`src/rtl/pipeline_controller.sv`:
```
// Stall/flush sequencer for the 5-stage pipeline: latch enables, bubbles, MEM-wait timeout,
// post-halt drain and stall-cycle counting.
module pipeline_controller #(
  parameter int unsigned DWAIT_MAX = 255,
  parameter int unsigned CNT_W     = 32
) (
  input  logic             CLK,
  input  logic             RST,
  input  logic             ihit,
  input  logic             dhit,
  input  logic             mem_dREN,
  input  logic             mem_dWEN,
  input  logic             ex_load,
  input  logic [4:0]       ex_dest,
  input  logic [4:0]       dec_rs,
  input  logic [4:0]       dec_rt,
  input  logic             dec_uses_rt,
  input  logic             dec_redirect,
  input  logic             dec_halt,
  output logic             if_en,
  output logic             dec_en,
  output logic             ex_en,
  output logic             mem_en,
  output logic             dec_flush,
  output logic             ex_flush,
  output logic             halted,
  output logic             mem_err,
  output logic [CNT_W-1:0] stall_cnt
);

  typedef enum logic [1:0] {RUN, DRAIN, HALTED} state_t;

  localparam logic [7:0] WAIT_LIMIT = 8'(DWAIT_MAX);

  state_t     state;
  logic [7:0] wait_cnt;
  logic [1:0] drain_cnt;

  logic dreq;
  logic dstall;
  logic lu_haz;
  logic timeout;

  assign dreq    = mem_dREN | mem_dWEN;
  assign dstall  = dreq & ~dhit;
  assign lu_haz  = ex_load && (ex_dest != '0) &&
                   ((ex_dest == dec_rs) || (dec_uses_rt && (ex_dest == dec_rt)));
  assign timeout = dstall && (wait_cnt == WAIT_LIMIT);

  always_comb begin
    if_en     = 1'b1;
    dec_en    = 1'b1;
    ex_en     = 1'b1;
    mem_en    = 1'b1;
    dec_flush = 1'b0;
    ex_flush  = 1'b0;
    if (state == HALTED || dstall) begin
      if_en  = 1'b0;
      dec_en = 1'b0;
      ex_en  = 1'b0;
      mem_en = 1'b0;
    end else if (state == RUN) begin
      if (lu_haz) begin
        if_en    = 1'b0;
        dec_en   = 1'b0;
        ex_flush = 1'b1;
      end else if (dec_redirect && !ihit) begin
        // Hold the branch in DEC so its PC redirect survives the fetch miss.
        if_en    = 1'b0;
        dec_en   = 1'b0;
        ex_flush = 1'b1;
      end else if (!ihit) begin
        if_en     = 1'b0;
        dec_flush = 1'b1;
      end else if (dec_redirect) begin
        dec_flush = 1'b1;
      end
    end
    // While draining, fetch is shut off and IF/DEC only ever receives NOPs.
    if (state == DRAIN) begin
      if_en     = 1'b0;
      dec_flush = 1'b1;
    end
  end

  always_ff @(posedge CLK or posedge RST) begin
    if (RST) begin
      state     <= RUN;
      wait_cnt  <= '0;
      drain_cnt <= '0;
      stall_cnt <= '0;
      halted    <= 1'b0;
      mem_err   <= 1'b0;
    end else begin
      if (!if_en && state != HALTED && stall_cnt != '1)
        stall_cnt <= stall_cnt + CNT_W'(1);

      if (state != HALTED && !timeout)
        wait_cnt <= dstall ? wait_cnt + 8'd1 : '0;

      unique case (state)
        RUN: begin
          if (timeout) begin
            mem_err <= 1'b1;
            state   <= HALTED;
          end else if (dec_halt && dec_en && !dstall) begin
            state     <= DRAIN;
            drain_cnt <= 2'd3;
          end
        end
        DRAIN: begin
          if (timeout) begin
            mem_err <= 1'b1;
            state   <= HALTED;
          end else if (mem_en) begin
            drain_cnt <= drain_cnt - 2'd1;
            if (drain_cnt == 2'd1) begin
              halted <= 1'b1;
              state  <= HALTED;
            end
          end
        end
        HALTED: state <= HALTED;
        default: state <= RUN;
      endcase
    end
  end

endmodule

```
`config.mk`:
```
export PLATFORM = sky130hd
export DESIGN_NAME = pipeline_controller
export DESIGN_NICKNAME = d
export VERILOG_FILES = /design/src/rtl/pipeline_controller.sv
export SDC_FILE = /design/constraint.sdc
export NUM_CORES = 1
export LEC_CHECK = 0
export ABC_AREA = 1
export ABC_CLOCK_PERIOD_IN_PS = 4250
export CAP_MARGIN = 20
export CORE_ASPECT_RATIO = 0.5
export CORE_UTILIZATION = 56
export CTS_CLUSTER_SIZE = 24
export DETAILED_ROUTE_END_ITERATION = 8
export PLACE_DENSITY = 0.95
export SKIP_LAST_GASP = 1
export SYNTH_ARGS = -nofsm -noshare
export SYNTH_HDL_FRONTEND = slang
export SYNTH_SLANG_ARGS = --single-unit
```
`constraint.sdc`:
```
create_clock -name CLK -period 4.25 [get_ports CLK]
set_input_delay 0.6375 -clock CLK [delete_from_list [all_inputs] [get_ports CLK]]
set_output_delay 0.6375 -clock CLK [all_outputs]
set_load 0.01 [all_outputs]
```
==> flow_summary_export.csv <==
group,metric,value,unit
sta,drv_slew,0,
sta,setup_tns,0,ns
floorplanning,ioPinCount,65,
clock_network,clock-sinks,46,
sta,holdWs,0.459,ns
power_and_ir_drop,powerDensity,418,nW/um^2
cells_and_area,drive_gt1_frac,0.0562,
yosys,synth_edf_count,0,
global_routing,first_global_vias,2966,
placement,dp_cells,581,
drt,drcViolationCount,2,
min_path,worstHoldEndpoint,"mem_err",
clock_network,cts_max_level,2,
sta,rsz0062_at_grt,"false",
power_and_ir_drop,p_switching,681,uW
floorplanning,dieArea,6060,sq um
worst_setup_path,worstReg2RegEnd,"stall_cnt[2]",
global_routing,grt_use_total,0.278,
yosys,syn_avg_cell_area,7.07,sq um
global_routing,antenna_found_initial,0,
worst_setup_path,worstSetupPathType,"in -> out",
yosys,yosys_warnings,0,
floorplanning,num_rows,19,
clock_network,cts_buffers,5,
cells_and_area,n_antenna_cell,0,
worst_setup_path,crit_path_end_kind,"primary output",
power_and_ir_drop,peakVddDrop,0.400,mV
yosys,syn_inst,454,
clock_network,cts-root-buf,"clkbuf_16",
sta,maxSlewHeadroom,0.365,
sta,timing.final.crit_share,0.760,
job,cap_violations,0,
placement,dp_hpwl,5.77,mm
placement,place.gp.congestion,0.984,
clock_network,cts.clk_slew.worst_paths,0.06,ns
yosys,synth_most_common_cell,"nand2_1",
min_path,min_delay_path_depth,1,
worst_setup_path,reg2reg_setup_slack,1.97,ns
sta,finalSetupViolCount,0,
yosys,synth_top_cell_area_share,0.359,
placement,port_buffers,64,
global_routing,grt_start_max_net_pins,47,
sta,skew,0.00464,ns
sta,period_minus_slack,3.23,ns
floorplanning,chipWidth,109,microns
yosys,syn_area,3210,sq um
floorplanning,die_h,55.5,microns
yosys,synth-seq-cells,46,
clock_network,clk_latency,0.29,ns
drt,wl_per_cell,13.5,microns
floorplanning,initial_core_util,0.585,
sta,hold_viol,0,
sta,tightest_slew,0.952,ns
drt,vias_per_cell,5.39,
run_status,failed_checks,"design-rule violations",
drt,ant_nets,0,
power_and_ir_drop,power,1.68,mW
yosys,yosys.cell_types.count,37,
yosys,async_reset_ff_frac,1.00,
drt,num_vias,3175,
power_and_ir_drop,p_comb_frac,0.431,
cells_and_area,fin_cells,589,
sta,fmax,310,MHz
clock_network,clock_path_buffers,2,
yosys,synth_top_cell_by_area,"dfrtp_1",
yosys,seq_area_frac_synth,0.359,
drt,drt_iter0_markers,251,
floorplanning,core,5490,sq um
yosys,synth_top_flop_cell,"dfrtp_1",
min_path,hold_class,"reg -> reg",
clock_network,cts_setup_buffers,0,
global_routing,grt_pass1_wl,13.0,mm
power_and_ir_drop,leakagePower,1.99,nW
worst_setup_path,crit_path_frequent_cell,"nand2_1",
worst_setup_path,cpPeakStageDelay,0.57,ns
worst_setup_path,slowest_stage,"clkdlybuf4s50_1",
global_routing,grt_overflow,0,
worst_setup_path,ff2ff_path_depth,11,
power_and_ir_drop,p_sw_frac,0.405,
yosys,synthTopCellsByCount,"nand2_1 (154), inv_1 (50), dfrtp_1 (46)",
worst_setup_path,path_cells,"clkdlybuf4s50_1, nand2_1, nand2_1, nor2_1, nand3_1, nand2_1, nand2_1, nand2_1, nand2_1, nand2_1, inv_1, nand2_2, inv_1, clkdlybuf4s50_1",
cells_and_area,final_nets,548,
clock_network,cts_resized,0,
power_and_ir_drop,clockPowerShare,0.240,
yosys,synth_nets,487,
clock_network,cts_tree,"done",
yosys,yosys-top-cells-area,"dfrtp_1 (36%), nand2_1 (18%), xor2_1 (6.5%)",
power_and_ir_drop,pwr-share-seq,0.330,
run_status,outcome,"finished, violations left",
worst_setup_path,start_kind,"primary input",
min_path,hold_path.startpoint,"mem_err",
cells_and_area,syn_to_final_growth,25.1,%
worst_setup_path,cp.required,3.61,ns
worst_setup_path,r2r_start,"stall_cnt[0]",
drt,routed_wl,7.94,mm
worst_setup_path,critPathArrivalTime,2.59,ns
cells_and_area,utilization,0.731,
worst_setup_path,crit_fanout,4,
drt,first_pass_iters,7,
clock_network,ctsHoldBuffers,0,
power_and_ir_drop,internal_power,999,uW
[layout by cell type (no fill, tap or decap), drive strengths merged]
master,instances
clkdlybuf4s50,64
nor3,16
a21o,1
clkinvlp,1
nand4,13
buf,1
o211a,1
nand2b,1
inv,56
dfrtp,46
a211oi,1
a21oi,4
ha,8
xor2,24
nor4,7
or2,2
a31o,1
nor2,40
clkbuf,6
nor3b,1
o21a,1
xnor2,9
o21ai,12
clkinv,1
o31ai,1
nand2,158
a31oi,1
nand3,39
[layer usage]
| metal | part of all wire | global-route usage | up-vias |
|---|---|---|---|
| met2 | 0.46 | 0.457 | 124 |
| met4 | 0.018 | 0.104 | 0 |
| met3 | 0.081 | 0.0661 | 17 |
| met5 | 0 | 0 | - |
| li1 | - | - | 1569 |
| met1 | 0.44 | 0.355 | 1465 |
[critical path: cells and delay by family]
family        cells  cell delay (ns)
buf+inv           4             1.24
simple gates     10             0.70
[kinds of logic after synthesis]
group / count (synthesis) / share of synthesized area
compound gates: 23 / 0.0436
xor+xnor: 33 / 0.0900
flops: 46 / 0.359
simple gates: 277 / 0.385
buf+inv: 67 / 0.0920
fa+ha+maj: 8 / 0.0312
[flip-flops by register name (all words and copies together), names as in the netlist]
register,cells
mem_err,1
stall_cnt,32
wait_cnt,8
halted,1
drain_cnt,2
state,2
[cell type report]
class	instances	area (sq um)
clock buffer	6	139
clock inverter	2	12.5
fill	429	1480
inverter	56	210
multi-input combinational	341	1760
sequential	46	1150
tap	73	91.3
timing repair buffer	65	648
[stage by stage]
step / instance area, sq um / setup slack (ns)
after global routing: 4020 / 0.872
after global placement: 3860 / 1.12
after CTS: 4020 / 1.06
final: 4020 / 1.02
after detailed placement: 3860 / 1.07
after floorplan: 3210 / 1.79
[worst max-delay path by stage]
| stage | endpoint | start | slack [ns] |
|---|---|---|---|
| 5_1_grt | dec_flush | mem_dWEN | 0.87 |
| 3_5_place_dp | if_en | ex_dest[0] | 1.07 |
| 2_1_floorplan | if_en | ex_dest[1] | 1.79 |
| 3_3_place_gp | dec_flush | mem_dWEN | 1.12 |
| 4_1_cts | if_en | ex_dest[0] | 1.06 |
| 6_report | if_en | ex_dest[0] | 1.02 |
[power by group through the flow]
stage	registers (mW)	clock network, mW	logic (mW)
after global placement	0.558	0	0.697
final	0.554	0.402	0.724
after global routing	0.563	0.426	0.809
after floorplan	0.564	0	0.540
after CTS	0.554	0.401	0.722
after detailed placement	0.562	0	0.719
No activity file was read; power rests on OpenSTA's default activity.
